`src/rtl/xp_award_engine.sv`:
```
// -----------------------------------------------------------------------------
// xp_award_engine
// Multi-slot XP award engine. Holds XP and level for every party slot. It takes
// one award per faint event over a valid/ready handshake. The engine computes
// species yield x foe level, then applies each earned level-up, one per cycle,
// and keeps the carry-over remainder.
//
// Ports
//   Clk, Reset_n     rising-edge clock, async active-low reset
//   award_valid      award request present
//   award_ready      engine idle; accepted when valid & ready at a rising edge
//   award_slot       slot receiving XP (>= NUM_SLOTS: completes, writes nothing)
//   foe_id           defeated species id (5-bit sprite id)
//   foe_level        defeated foe level
//   rd_slot          read-port slot select
//   rd_xp, rd_level  stored XP / level of rd_slot (combinational read)
//   level_up         one-cycle pulse per level gained
//   level_up_slot    slot of the current level_up pulse
//   done             one-cycle pulse after slot write-back
//   busy             ~award_ready
// -----------------------------------------------------------------------------
module xp_award_engine #(
    parameter  int NUM_SLOTS  = 6,
    parameter  int XP_W       = 8,
    parameter  int LVL_W      = 4,
    parameter  int XP_THRESH  = 256,
    parameter  int MAX_LEVEL  = 15,
    parameter  int INIT_LEVEL = 1,
    localparam int SLOT_W     = $clog2(NUM_SLOTS)
) (
    input  logic              Clk,
    input  logic              Reset_n,
    input  logic              award_valid,
    output logic              award_ready,
    input  logic [SLOT_W-1:0] award_slot,
    input  logic [4:0]        foe_id,
    input  logic [LVL_W-1:0]  foe_level,
    input  logic [SLOT_W-1:0] rd_slot,
    output logic [XP_W-1:0]   rd_xp,
    output logic [LVL_W-1:0]  rd_level,
    output logic              level_up,
    output logic [SLOT_W-1:0] level_up_slot,
    output logic              done,
    output logic              busy
);

    localparam int GAIN_W = 8 + LVL_W;
    localparam int ACC_W  = XP_W + LVL_W + 9;

    localparam logic [SLOT_W:0]  NUM_SLOTS_L = NUM_SLOTS[SLOT_W:0];
    localparam logic [ACC_W-1:0] THRESH_A    = ACC_W'(XP_THRESH);
    localparam logic [ACC_W-1:0] SAT_A       = ACC_W'(XP_THRESH - 1);
    localparam logic [LVL_W-1:0] MAX_L       = LVL_W'(MAX_LEVEL);
    localparam logic [LVL_W-1:0] INIT_L      = LVL_W'(INIT_LEVEL);

    typedef enum logic [2:0] {
        ST_IDLE,
        ST_MUL,
        ST_ADD,
        ST_LVL,
        ST_COMMIT
    } state_e;

    // Species yield table; unknown ids award the base yield of 10.
    function automatic logic [7:0] yield_of(input logic [4:0] id);
        case (id)
            5'b01100: yield_of = 8'd25;
            5'b01101: yield_of = 8'd27;
            5'b01110: yield_of = 8'd30;
            5'b01111: yield_of = 8'd24;
            5'b10000: yield_of = 8'd20;
            5'b10001: yield_of = 8'd12;
            5'b10010: yield_of = 8'd14;
            5'b10011: yield_of = 8'd16;
            5'b10100: yield_of = 8'd14;
            5'b10101: yield_of = 8'd15;
            5'b10110: yield_of = 8'd12;
            5'b10111: yield_of = 8'd13;
            default:  yield_of = 8'd10;
        endcase
    endfunction

    state_e              state_q, state_d;
    logic [SLOT_W-1:0]   slot_q, slot_d;
    logic [4:0]          foe_id_q, foe_id_d;
    logic [LVL_W-1:0]    foe_lvl_q, foe_lvl_d;
    logic [GAIN_W-1:0]   gain_q, gain_d;
    logic [ACC_W-1:0]    acc_q, acc_d;
    logic [LVL_W-1:0]    lvl_q, lvl_d;
    logic                level_up_q, level_up_d;
    logic [SLOT_W-1:0]   level_up_slot_q, level_up_slot_d;
    logic                done_q, done_d;
    logic                wr_en;
    logic                slot_ok;
    logic                rd_ok;
    logic [ACC_W-1:0]    commit_acc;
    logic [XP_W-1:0]     commit_xp;

    logic [XP_W-1:0]     xp_mem_q  [NUM_SLOTS];
    logic [LVL_W-1:0]    lvl_mem_q [NUM_SLOTS];

    assign slot_ok = ({1'b0, slot_q} < NUM_SLOTS_L);
    assign rd_ok   = ({1'b0, rd_slot} < NUM_SLOTS_L);

    // At the level cap the remainder can no longer roll over, so it saturates
    // one short of the threshold; below the cap acc is already < XP_THRESH.
    assign commit_acc = ((lvl_q == MAX_L) && (acc_q > SAT_A)) ? SAT_A : acc_q;
    assign commit_xp  = XP_W'(commit_acc);

    // NOTE: every always_comb output gets a default first, so no path can infer a latch.
    always_comb begin
        state_d         = state_q;
        slot_d          = slot_q;
        foe_id_d        = foe_id_q;
        foe_lvl_d       = foe_lvl_q;
        gain_d          = gain_q;
        acc_d           = acc_q;
        lvl_d           = lvl_q;
        level_up_d      = 1'b0;
        level_up_slot_d = '0;
        done_d          = 1'b0;
        wr_en           = 1'b0;

        case (state_q)
            ST_IDLE: begin
                if (award_valid) begin
                    slot_d    = award_slot;
                    foe_id_d  = foe_id;
                    foe_lvl_d = foe_level;
                    state_d   = ST_MUL;
                end
            end
            ST_MUL: begin
                gain_d  = GAIN_W'(yield_of(foe_id_q)) * GAIN_W'(foe_lvl_q);
                state_d = ST_ADD;
            end
            ST_ADD: begin
                acc_d   = slot_ok ? (ACC_W'(xp_mem_q[slot_q]) + ACC_W'(gain_q))
                                  : ACC_W'(gain_q);
                lvl_d   = slot_ok ? lvl_mem_q[slot_q] : INIT_L;
                state_d = ST_LVL;
            end
            ST_LVL: begin
                // One level per cycle so every level-up gets its own pulse.
                if (slot_ok && (acc_q >= THRESH_A) && (lvl_q < MAX_L)) begin
                    acc_d           = acc_q - THRESH_A;
                    lvl_d           = lvl_q + LVL_W'(1);
                    level_up_d      = 1'b1;
                    level_up_slot_d = slot_q;
                end else begin
                    state_d = ST_COMMIT;
                end
            end
            ST_COMMIT: begin
                wr_en   = slot_ok;
                done_d  = 1'b1;
                state_d = ST_IDLE;
            end
            default: state_d = ST_IDLE;
        endcase
    end

    // NOTE: sequential state uses non-blocking assignments so all registers update together.
    always_ff @(posedge Clk or negedge Reset_n) begin
        if (!Reset_n) begin
            state_q         <= ST_IDLE;
            slot_q          <= '0;
            foe_id_q        <= '0;
            foe_lvl_q       <= '0;
            gain_q          <= '0;
            acc_q           <= '0;
            lvl_q           <= '0;
            level_up_q      <= 1'b0;
            level_up_slot_q <= '0;
            done_q          <= 1'b0;
        end else begin
            state_q         <= state_d;
            slot_q          <= slot_d;
            foe_id_q        <= foe_id_d;
            foe_lvl_q       <= foe_lvl_d;
            gain_q          <= gain_d;
            acc_q           <= acc_d;
            lvl_q           <= lvl_d;
            level_up_q      <= level_up_d;
            level_up_slot_q <= level_up_slot_d;
            done_q          <= done_d;
        end
    end

    // NOTE: the slot file is reset because every slot must start at xp=0, INIT_LEVEL.
    always_ff @(posedge Clk or negedge Reset_n) begin
        if (!Reset_n) begin
            for (int i = 0; i < NUM_SLOTS; i++) begin
                xp_mem_q[i]  <= '0;
                lvl_mem_q[i] <= INIT_L;
            end
        end else if (wr_en) begin
            xp_mem_q[slot_q]  <= commit_xp;
            lvl_mem_q[slot_q] <= lvl_q;
        end
    end

    assign award_ready   = (state_q == ST_IDLE);
    assign busy          = ~award_ready;
    assign level_up      = level_up_q;
    assign level_up_slot = level_up_slot_q;
    assign done          = done_q;
    assign rd_xp         = rd_ok ? xp_mem_q[rd_slot]  : '0;
    assign rd_level      = rd_ok ? lvl_mem_q[rd_slot] : '0;

endmodule

```
`config.mk`:
```
export PLATFORM = sky130hd
export DESIGN_NAME = xp_award_engine
export DESIGN_NICKNAME = d
export VERILOG_FILES = /design/src/rtl/xp_award_engine.sv
export SDC_FILE = /design/constraint.sdc
export NUM_CORES = 1
export LEC_CHECK = 0
export BUFFER_PORTS_ARGS = -buffer_cell sky130_fd_sc_hd__clkbuf_2
export CAP_MARGIN = 5
export CORE_ASPECT_RATIO = 1.25
export CORE_MARGIN = 3
export CORE_UTILIZATION = 50
export CTS_BUF_LIST = sky130_fd_sc_hd__clkbuf_2 sky130_fd_sc_hd__clkbuf_4 sky130_fd_sc_hd__clkbuf_8
export DETAILED_ROUTE_END_ITERATION = 6
export PLACE_DENSITY = 0.67
export REMOVE_ABC_BUFFERS = 1
export SLEW_MARGIN = 40
export SYNTH_ARGS = -nofsm -noshare
export SYNTH_HDL_FRONTEND = slang
export SYNTH_SLANG_ARGS = --single-unit
```
`constraint.sdc`:
```
create_clock -name Clk -period 9.7 [get_ports Clk]
set_input_delay 0.97 -clock Clk [delete_from_list [all_inputs] [get_ports Clk]]
set_output_delay 0.97 -clock Clk [all_outputs]
set_load 0.02 [all_outputs]
```
# Word-level counts from Yosys, hierarchy flattened
# Memory sizes are Yosys's and may differ from the RTL's.
# Cells that the tools add are included.
[op_classes] order_cmp=8 n_addsub=3 mux=37 n_eq_ne=8 n_bitwise=3 mul=1 n_reduce_logical=9
[ops] operator="8-bit two-way mux" count=8
[ops] operator="8-bit binary-select mux with 3-bit select" count=2
[ops] operator="48-bit bitwise mux" count=1
[ops] operator="21-bit case mux with 2 select lines" count=1
[ops] operator="4-bit two-way mux" count=8
[ops] operator="4-bit binary-select mux with 3-bit select" count=2
[ops] operator="24-bit bitwise mux" count=1
[ops] operator="8-bit demux with 3-bit select" count=1
[ops] operator="21-bit by 9-bit greater-or-equal comparator with 1-bit output (second input constant)" count=1
[ops] operator="21-bit by 8-bit greater-than comparator with 1-bit output (second input constant)" count=1
[ops] operator="21-bit two-way mux" count=1
[ops] operator="21-bit by 9-bit subtractor with 21-bit output (second input constant)" count=1
[ops] operator="8-bit by 12-bit adder with 13-bit output" count=1
[ops] operator="13-bit two-way mux" count=1
[ops] operator="4-bit demux with 3-bit select" count=1
[ops] operator="8-bit by 4-bit multiplier with 12-bit output" count=1
[ops] operator="3-bit two-way mux" count=4
[ops] operator="3-bit case mux with 4 select lines" count=1
[ops] operator="4-bit greater-or-equal comparator (second input constant)" count=2
[ops] operator="3-bit inverter with 4-bit output" count=2
[ops] operator="4-bit case mux with 2 select lines" count=1
[ops] operator="3-bit by 2-bit == test with 1-bit output (second input constant)" count=2
[ops] operator="3-bit less-than comparator (second input constant)" count=2
[ops] operator="2-bit != test (second input constant)" count=3
[ops] operator="other kinds (12)" count=20
[word_totals] ff_bits=129 elab_cells=92 input_bits=18 out_inout_bits=19 mem_bits_ro=160 mem_count=1
[memory_table] memory="(name not given)" depth=32 width=5 rd=1 rd_ports_with_merged_regs=0 write_ports=0 line_no="66" source="case (id)"

# Depth between registers and ports, before layout
# Gate-level depths: netlist of the first run.
[depth] ltp_word=7 ltp_mapped=16

# Least setup slack after synthesis of the first run
# Ideal clock, no wire load.
[synth_timing] kind="register to register" start="register foe_id_q[0]" end="register gain_q[8]" slack_ns=6.213 stages_incl_launch_ff=15 t_arrival_ns=3.351 period_less_slack_ns=3.487 setup_time_ns=0.136 path_cell_list="dfrtp_1 inv_1 ha_1 a22oi_1 nand2_1 fa_1 fa_1 inv_1 fa_1 a21o_1 a21oi_1 o21bai_1 a21oi_1 xor2_1 o21ai_0"
[synth_via] elab_chain_len=3
[synth_rtl] item="start, declared" line_no="85" source="logic [4:0] foe_id_q, foe_id_d;"
[synth_rtl] item="start signal, assigned" line_no="179" source="foe_id_q <= foe_id_d;"
[synth_rtl] item="memory read 32 x 5 bit"
[synth_rtl] item="8-bit two-way mux" line_no="124" source="case (state_q)"
[synth_rtl] item="8-bit by 4-bit multiplier with 12-bit output" line_no="134" source="gain_d = GAIN_W'(yield_of(foe_id_q)) * GAIN_W'(foe_lvl_q);"
[synth_rtl] item="end signal, assigned" line_no="181" source="gain_q <= gain_d;"
[synth_rtl] item="end, declared" line_no="87" source="logic [GAIN_W-1:0] gain_q, gain_d;"
# Every way passes these cells. The select of a mux whose other input is x is not followed.
# A chain may end at the register's enable or synchronous reset.

# Worst setup path after layout of the first run
[layout_timing] start="register slot_q[0]" end="register acc_q[8]"
[layout_via] elab_chain_len=7
[layout_rtl] item="start, declared" line_no="84" source="logic [SLOT_W-1:0] slot_q, slot_d;"
[layout_rtl] item="start signal, assigned" line_no="178" source="slot_q <= slot_d;"
[layout_rtl] item="3-bit inverter with 4-bit output (implied by the code)" line_no="138" source="acc_d = slot_ok ? (ACC_W'(xp_mem_q[slot_q]) + ACC_W'(gain_q))"
[layout_rtl] item="8-bit binary-select mux with 3-bit select" line_no="138"
[layout_rtl] item="8-bit two-way mux (implied by the code) (2 in series)" line_no="138"
[layout_rtl] item="8-bit by 12-bit adder with 13-bit output" line_no="138"
[layout_rtl] item="13-bit two-way mux" line_no="138"
[layout_rtl] item="21-bit case mux with 2 select lines" line_no="124"
[layout_rtl] item="end signal, assigned" line_no="171" source="acc_q <= '0;"
[layout_rtl] item="end signal, assigned" line_no="182" source="acc_q <= acc_d;"
[layout_rtl] item="end, declared" line_no="88" source="logic [ACC_W-1:0] acc_q, acc_d;"
# Several ways; a longest one is shown, not always the timed one. The select of a mux whose other input is x is not followed.

==> results of run 1 <==
[flip-flops by register name, summed over array words and instances (netlist names), 3 cells and up]
register and count:
state_q 3, gain_q 10, foe_id_q 5, lvl_mem_q 24, lvl_q 4, slot_q 3
foe_lvl_q 4, acc_q 21, level_up_slot 3, xp_mem_q 48
[metal layers]
metal  share of wire (%)  global-route usage, %
met3                 5.2                  5.333
met2                  51                  38.73
met1                  42                  28.38
met4                 1.9                  9.756
met5                   0                      0
[cell usage after synthesis, types with 4 or more instances]
library cell	number	area [um2]
a21o_1	8	60.06
a21oi_1	18	90.09
a22o_1	6	52.55
a22oi_1	4	30.03
and2_1	13	81.33
and3_1	5	31.28
buf_1	6	22.52
buf_2	17	85.08
clkbuf_1	13	48.80
dfrtp_1	121	3028
dfstp_2	6	157.7
fa_1	7	140.1
ha_1	26	325.3
inv_1	46	172.7
mux2_2	38	427.9
mux2i_1	32	320.3
mux4_2	23	518.0
nand2_1	46	172.7
nand2b_1	5	31.28
nand3_1	9	45.04
nand3b_1	6	45.04
nand4_1	4	25.02
nor2_1	24	90.09
nor3_1	10	50.05
o21ai_0	23	115.1
o22a_1	48	420.4
o22ai_1	23	143.9
o2bb2ai_1	4	35.03
xnor2_1	8	70.07
xor2_1	4	35.03
[cells by family (layout without fill, tap and decap cells)]
group / count (synthesis) / after routing / share of synthesized area (%)
flip-flops: 127 / 127 / 43.18
AND/OR/NAND/NOR: 149 / 149 / 11.40
AO/OA/AOI/OAI: 157 / 157 / 15.45
adder cells (fa/ha/maj): 33 / 33 / 6.309
XOR/XNOR: 12 / 12 / 1.425
multiplexers: 93 / 93 / 17.16
buffers and inverters: 87 / 124 / 5.071
[layout make-up]
type,instances,area [um2]
clock buffer,24,299.0
fill,1247,6284
clock inverter,6,132.6
sequential,127,3186
inverter,47,176.4
multi-input combinational,444,3832
tap,178,222.7
timing repair buffer,47,275.3
[report_power, final]
| part | internal [mW] | switching (mW) | total, mW |
|---|---|---|---|
| sequential | 0.727 | 0.222 | 0.950 |
| combinational | 0.615 | 0.710 | 1.33 |
| clock | 0.305 | 0.203 | 0.508 |
[how the worst max path moves through the flow]
stage,startpoint,end,cells past startpoint
after global placement,slot_q[0],acc_q[8],12
after floorplan,slot_q[0],acc_q[8],11
final,slot_q[0],acc_q[8],12
after detailed placement,slot_q[0],acc_q[8],12
after global routing,slot_q[0],acc_q[8],12
after CTS,slot_q[0],acc_q[8],12
[critical path, stage by stage, from the launching register on]
cell	delay, ns
dfrtp_1	0.74
buf_4	0.44
mux4_2	0.55
inv_1	0.06
o22ai_1	0.09
ha_1	0.25
fa_1	0.41
a21o_1	0.19
a21o_1	0.21
a2111oi_0	0.47
o41ai_1	0.21
a21o_1	0.21
a31oi_1	0.15
==> results.cfg, run 1 <==
[sta]
skew_ns = 0.01532
tns_ns = 0
fmax_mhz = 246.9
relSlewSlack_pct = 46.04
hold_viol = 0
setup_viol = 0
worstMarginPinSlew_ns = 0.8033
holdWs_ns = 0.4962
finalMaxSlewViolations = 0
rsz0062_at_grt = no
fin_ws_ns = 5.650
fin_crit_sh_pct = 41.75
min_period_ns = 4.050

[floorplanning]
start_util_pct = 51.20
dieWidth_um = 114.6
dieArea_um2 = 16260
core_um2 = 14410
std_cell_rows = 49
die_h_um = 141.8
ios = 37

[cts]
cts_setup_buffers = 0
cts_buffers = 17
clkSlewWorstSetupHoldPaths_ns = 0.07
post_cts_resized = 0
htreeDepth = 4
clock_latency_ns = 0.45
root_buffer = clkbuf_8
cts.sinks = 127
cts_tree = done
holdBufCountCts = 0
clockBufferDepth = 2

[routing]
drt_iter0_drc = 403
routedWlPerCell_um = 20.09
viasPerCell = 6.123
ant_nets = 0
num_vias = 5345
drc = 0
drtPass1Iterations = 4
finalWirelength_mm = 17.54

[worst_setup_path]
critPathLaunchType = flop
worstPathRequired_ns = 10.08
path_class = flop to flop
rrSetupSlack_ns = 5.65
reg2reg_from = slot_q[0]
crit_fanout = 18
reg2reg_to = acc_q[8]
endpoint_kind = flop
cp.arrival_ns = 4.43
ff2ff_path_depth = 12

[global_routing]
gr-total-overflow = 0
antenna_found_initial = 0
grt_max_degree = 67
grt_pass1_vias = 5639
track_usage_pct = 23.06
grt_pass1_wl_mm = 29.20

[power]
peakVddDrop_mv = 0.2126
total_power_mw = 2.783
power_density_nw_per_um2 = 342.5
p_leak_nw = 3.774

[final_layout]
drive_gt1_share_pct = 23.45
nets = 735
syn_to_final_growth_pct = 10.13
finalInstanceArea_um2 = 8124
final_cell_count_no_fill = 873
post-route-util_pct = 56.39
final_cell_mix = dfrtp_1 (121), o22a_1 (48), nand2_1 (46), inv_1 (46), mux2_2 (38)
layout_commonest_cell = dfrtp_1
diodes = 0

[synthesis]
ys.flop_type = dfrtp_1
syn_inst = 658
seq_area_frac_synth_pct = 43.18
async_reset_ff_share_pct = 100.0
avgSynthCellArea_um2 = 11.21
syn_area_um2 = 7377
yosys_warnings = 0
synthDistinctLibCells = 68
synth_seq_cells = 127
synth_edf_count = 0

[worst_hold_path]
min_path_type = input port to async pin

[placement]
place_hpwl_mm = 12.03
portBuffers = 36
place_congestion = 0.8492
placedCellCount = 843
pre_cts_slack_ns = 5.696
postPlaceCellArea_um2 = 7685

[flow_run]
maxCapViolCount = 0

[run_status]
outcome = complete, no violations
Note: power is estimated with default switching activity, not from simulation.
==> inputs of run 2 (changes only) <==
Settings changed: PLACE_DENSITY 0.67 to 0.7.
Clock period 9.7 ns to 3.65 ns, I/O delays scaled along.
==> results.cfg, run 2 (synthesis gave the netlist of run 1 again) <==
[placement]
place_congestion = 0.8787
place_hpwl_mm = 12.43
portBuffers = 36
placedCellCount = 855

[final_layout]
diodes = 0
final_cell_mix = dfrtp_1 (120), o22a_1 (48), inv_1 (46), nand2_1 (45), mux2_2 (38)
layout_commonest_cell = dfrtp_1
final_cell_count_no_fill = 889
fill_cells = 1207
top_register = xp_mem_q
drive_gt1_share_pct = 27.00
largest_reg_flops = 48
nets = 749
syn_to_final_growth_pct = 12.25
top_regs = xp_mem_q: 48 flops, lvl_mem_q: 24 flops, acc_q: 21 flops
post-route-util_pct = 57.47

[routing]
drc = 0
wl_met2_mm = 9.151
ant_nets = 0
drt_iter0_drc = 391
finalWirelength_mm = 17.59
routedWlPerCell_um = 19.79
num_vias = 5428
wl_met1_mm = 7.361
drtPass1Iterations = 4
viasPerCell = 6.106
dr_wl_met3_um = 814
routed.top_layer = met4

[worst_setup_path]
critPathLaunchType = flop
worstPathRequired_ns = 4.00
rrSetupSlack_ns = 0.17
cp.arrival_ns = 3.82
crit_path_start = foe_id_q[1]
endpoint = gain_q[9]
cp_cell_sequence = buf_4 -> ha_1 -> nand2b_1 -> a22o_1 -> nand2_2 -> fa_1 -> fa_1 -> inv_1 -> ha_1 -> a21o_1 -> a21oi_2 -> o21bai_1 -> a21oi_2 -> o21ai_0 -> nor2b_1
path_class = flop to flop
cpPeakStageDelay_ns = 0.54
endpoint_kind = flop
ff2ff_path_depth = 15
reg2reg_from = foe_id_q[1]
reg2reg_to = gain_q[9]
crit_fanout = 4
slowest_stage = fa_1

[power]
power_density_nw_per_um2 = 917.5
total_power_mw = 7.597
p_leak_nw = 3.831
peakVddDrop_mv = 0.5046

[worst_hold_path]
min_path_type = input port to flop
hold_start = foe_id[0]

[global_routing]
grt_pass1_vias = 5530
grt_max_degree = 75
antenna_found_initial = 0
gr-total-overflow = 0
grt_pass1_wl_mm = 28.93
track_usage_pct = 23.04

[sta]
hold_viol = 0
min_period_ns = 3.476
skew_ns = 0.01383
relSlewSlack_pct = 48.71
fin_crit_sh_pct = 95.23
fmax_mhz = 287.7
finalMaxSlewViolations = 0
worstMarginPinSlew_ns = 0.7661
setup_viol = 0

[cts]
cts_buffers = 17
clkSlewWorstSetupHoldPaths_ns = 0.08
cts_tree = done
htreeDepth = 4
cts.sinks = 127
root_buffer = clkbuf_8
clock_latency_ns = 0.46
clockBufferDepth = 2

[flow_run]
maxCapViolCount = 0

[floorplanning]
die_h_um = 141.8
dieWidth_um = 114.6
ios = 37
dieArea_um2 = 16260
std_cell_rows = 49
start_util_pct = 51.20
core_um2 = 14410

[run_status]
outcome = complete, no violations
[run 2: layer usage]
| layer | global-route usage, % | vias to the layer above |
|---|---|---|
| met5 | 0 | - |
| met2 | 39.62 | 149 |
| met4 | 6.504 | 0 |
| met3 | 5.077 | 22 |
| li1 | - | 2494 |
| met1 | 29.16 | 2763 |
[run 2: area by class of cell]
type / instances / area, um2 / area share [%]
Clock buffer: 20 / 269.0 / 3.249
Inverter: 47 / 176.4 / 2.131
Sequential cell: 127 / 3187 / 38.49
Multi-Input combinational cell: 444 / 3885 / 46.92
Tap cell: 178 / 222.7 / 2.690
Clock inverter: 12 / 136.4 / 1.647
Timing Repair Buffer: 61 / 404.1 / 4.881
[run 2: worst min path at each step]
stage / to / slack, ns / depth (start not counted)
detailed placement: xp_mem_q[21] / 0.44 / 1
global route: foe_id_q[1] / 0.13 / 2
floorplan: acc_q[0] / 0.07 / 0
finish: foe_id_q[0] / 0.13 / 3
CTS: foe_id_q[0] / 0.11 / 3
global placement: acc_q[19] / 0.49 / 1
[run 2: per-stage QoR]
| stage | hold WS, ns | setup TNS (ns) | instance area, um2 | setup WS [ns] |
|---|---|---|---|---|
| floorplan | 0.06941 | -0.1871 | 7179 | -0.1244 |
| finish | 0.1319 | 0 | 8280 | 0.1740 |
| global placement | 0.4876 | 0 | 7789 | 0.04836 |
| global route | 0.1251 | -0.03275 | 8280 | -0.02331 |
| CTS | 0.1057 | 0 | 8218 | 0.01077 |
| detailed placement | 0.4392 | -0.07080 | 7795 | -0.06600 |
[run 2: critical path: cells and delay by family, from the launching register on]
kind	cells	cell delay [ns]
adder cells (fa/ha/maj)	4	1.48
buffers and inverters	2	0.22
AO/OA/AOI/OAI	6	0.96
flip-flops	1	0.41
AND/OR/NAND/NOR	3	0.30
[run 2: power by group]
| group | switching, mW | internal, mW | total, mW |
|---|---|---|---|
| Clock | 0.585 | 0.653 | 1.24 |
| Sequential | 0.583 | 1.93 | 2.52 |
| Combinational | 2.02 | 1.82 | 3.84 |
| Total | 3.19 | 4.41 | 7.60 |
[run 2: repair_timing]
action,4_1_cts,5_1_grt
endpoints found under the setup margin,2,4
pin swaps,0,6
hold buffers,1,0
cloned,0,0
gates resized for setup,2,13
endpoints found under the hold margin,73,0
buffers inserted,0,1
==> inputs of run 3 (changes only) <==
Settings changed: SETUP_SLACK_MARGIN set to 0.4.
==> results.cfg, run 3 (synthesis gave the netlist of run 1 again) <==
[routing]
viasPerCell = 6.126
drc = 0
drtPass1Iterations = 4
drt_iter0_drc = 401
finalWirelength_mm = 17.99
ant_nets = 0
num_vias = 5532
routedWlPerCell_um = 19.92

[worst_setup_path]
critPathLaunchType = flop
worstPathRequired_ns = 3.98
cp.arrival_ns = 3.70
crit_fanout = 6
path_class = flop to flop
endpoint_kind = flop
cpPeakStageDelay_ns = 0.50
cp_cell_sequence = and3b_2 -> a22o_1 -> and2_4 -> fa_1 -> inv_1 -> fa_1 -> inv_2 -> ha_4 -> a21o_1 -> a21oi_2 -> o21bai_1 -> a21oi_2 -> xor2_1 -> o21ai_1
slowest_stage = fa_1

[floorplanning]
start_util_pct = 51.20
std_cell_rows = 49
dieWidth_um = 114.6
dieArea_um2 = 16260
ios = 37
die_h_um = 141.8
core_um2 = 14410

[cts]
cts_buffers = 17
cts.sinks = 127
clock_latency_ns = 0.46
root_buffer = clkbuf_8
clockBufferDepth = 2
htreeDepth = 4
clkSlewWorstSetupHoldPaths_ns = 0.08
cts_tree = done

[sta]
fmax_mhz = 296.6
hold_viol = 0
setup_viol = 0
relSlewSlack_pct = 52.76
rsz0062_at_grt = yes
worstMarginPinSlew_ns = 0.7086
min_period_ns = 3.371
fin_crit_sh_pct = 92.36
skew_ns = 0.01187
finalMaxSlewViolations = 0

[final_layout]
top_register = xp_mem_q
diodes = 0
largest_reg_flops = 48
final_cell_mix = dfrtp_1 (120), o22a_1 (48), nand2_1 (46), inv_1 (43), mux2_2 (38)
finalInstanceArea_um2 = 8459
drive_gt1_share_pct = 29.38
syn_to_final_growth_pct = 14.67
post-route-util_pct = 58.71
fill_cells = 1182
nets = 763
layout_commonest_cell = dfrtp_1
top_regs = xp_mem_q: 48 flops, lvl_mem_q: 24 flops, acc_q: 21 flops

[global_routing]
grtUsageMet2_pct = 40.33
gr-total-overflow = 0
grt_pass1_wl_mm = 29.28
use_met3_pct = 5.077
track_usage_pct = 23.32
grt_max_degree = 75
grt_pass1_vias = 5593
antenna_found_initial = 0
use_met1_pct = 29.32
grt.busiest_layer = met2

[power]
power_density_nw_per_um2 = 928.6
peakVddDrop_mv = 0.5409
p_leak_nw = 3.930

[placement]
place_congestion = 0.8787
portBuffers = 36
place_hpwl_mm = 12.43
postPlaceCellArea_um2 = 7795

[flow_run]
maxCapViolCount = 0

[worst_hold_path]
min_path_type = input port to flop

[run_status]
outcome = complete, no violations
run 3: per-stage QoR:
step	setup TNS, ns	cells	hold WS (ns)	worst slack [ns]	power, mW
after floorplan	-0.1871	618	0.06941	-0.1244	5.116
after global placement	0	855	0.4876	0.04836	6.032
after detailed placement	-0.07080	855	0.4392	-0.06600	6.198
after CTS	0	892	0.1057	0.2705	7.705
after global routing	0	903	0.1251	0.09841	8.453
final	0	903	0.1348	0.2790	7.855
run 3: power by group:
part           internal [mW]  switching (mW)  leakage [nW]  total [mW]
clock network          0.653           0.590         0.199        1.24
registers               1.93           0.589          1.67        2.52
logic                   1.96            2.13          2.06        4.09
run 3: final timing paths:
path                       slack, ns  depth (start not counted)       endpoint          from
max reg2reg                     0.28                         14      gain_q[8]   foe_id_q[2]
max in group asynchronous       2.36                          3  lvl_mem_q[20]       Reset_n
min                             0.13                          2   foe_lvl_q[3]  foe_level[3]
min in group asynchronous       0.51                          2    xp_mem_q[6]       Reset_n
min reg2reg                     0.51                          1      acc_q[19]     acc_q[19]
max                             0.28                         14      gain_q[8]   foe_id_q[2]
run 3: per-layer routing:
layer  vias up  wire length [um]
li1       2527                 -
met1      2839              7474
met2       143              9425
met3        23               834
met4         0               255
met5         -                 0
run 3: timing repair:
item	CTS	global route
cloned	0	0
setup buffers	4	11
pin swaps	16	9
setup endpoints to repair	7	7
endpoints found under the hold margin	73	0
gates resized for setup	26	6
hold buffers	1	0
run 3: worst max-delay path, delay by kind of cell (launching register included):
family                     cells  cell delay (ns)
AOI/OAI and AO/OA              6             0.90
xor gates and xnor gates       1             0.15
adders and majority gates      3             1.23
buffers and inverters          2             0.10
DFF                            1             0.44
and+or+nand+nor                2             0.43
run 3: layout make-up:
cell class              instances  area [um2]  share of cell area [%]
multi-input cells             444        3951                   46.71
clock buffers                  20       269.0                   3.180
repair buffers                 75       516.7                   6.109
clock inverters                12       136.4                   1.612
flip-flops and latches        127        3187                   37.67
inverters                      47       176.4                   2.085
well taps                     178       222.7                   2.633
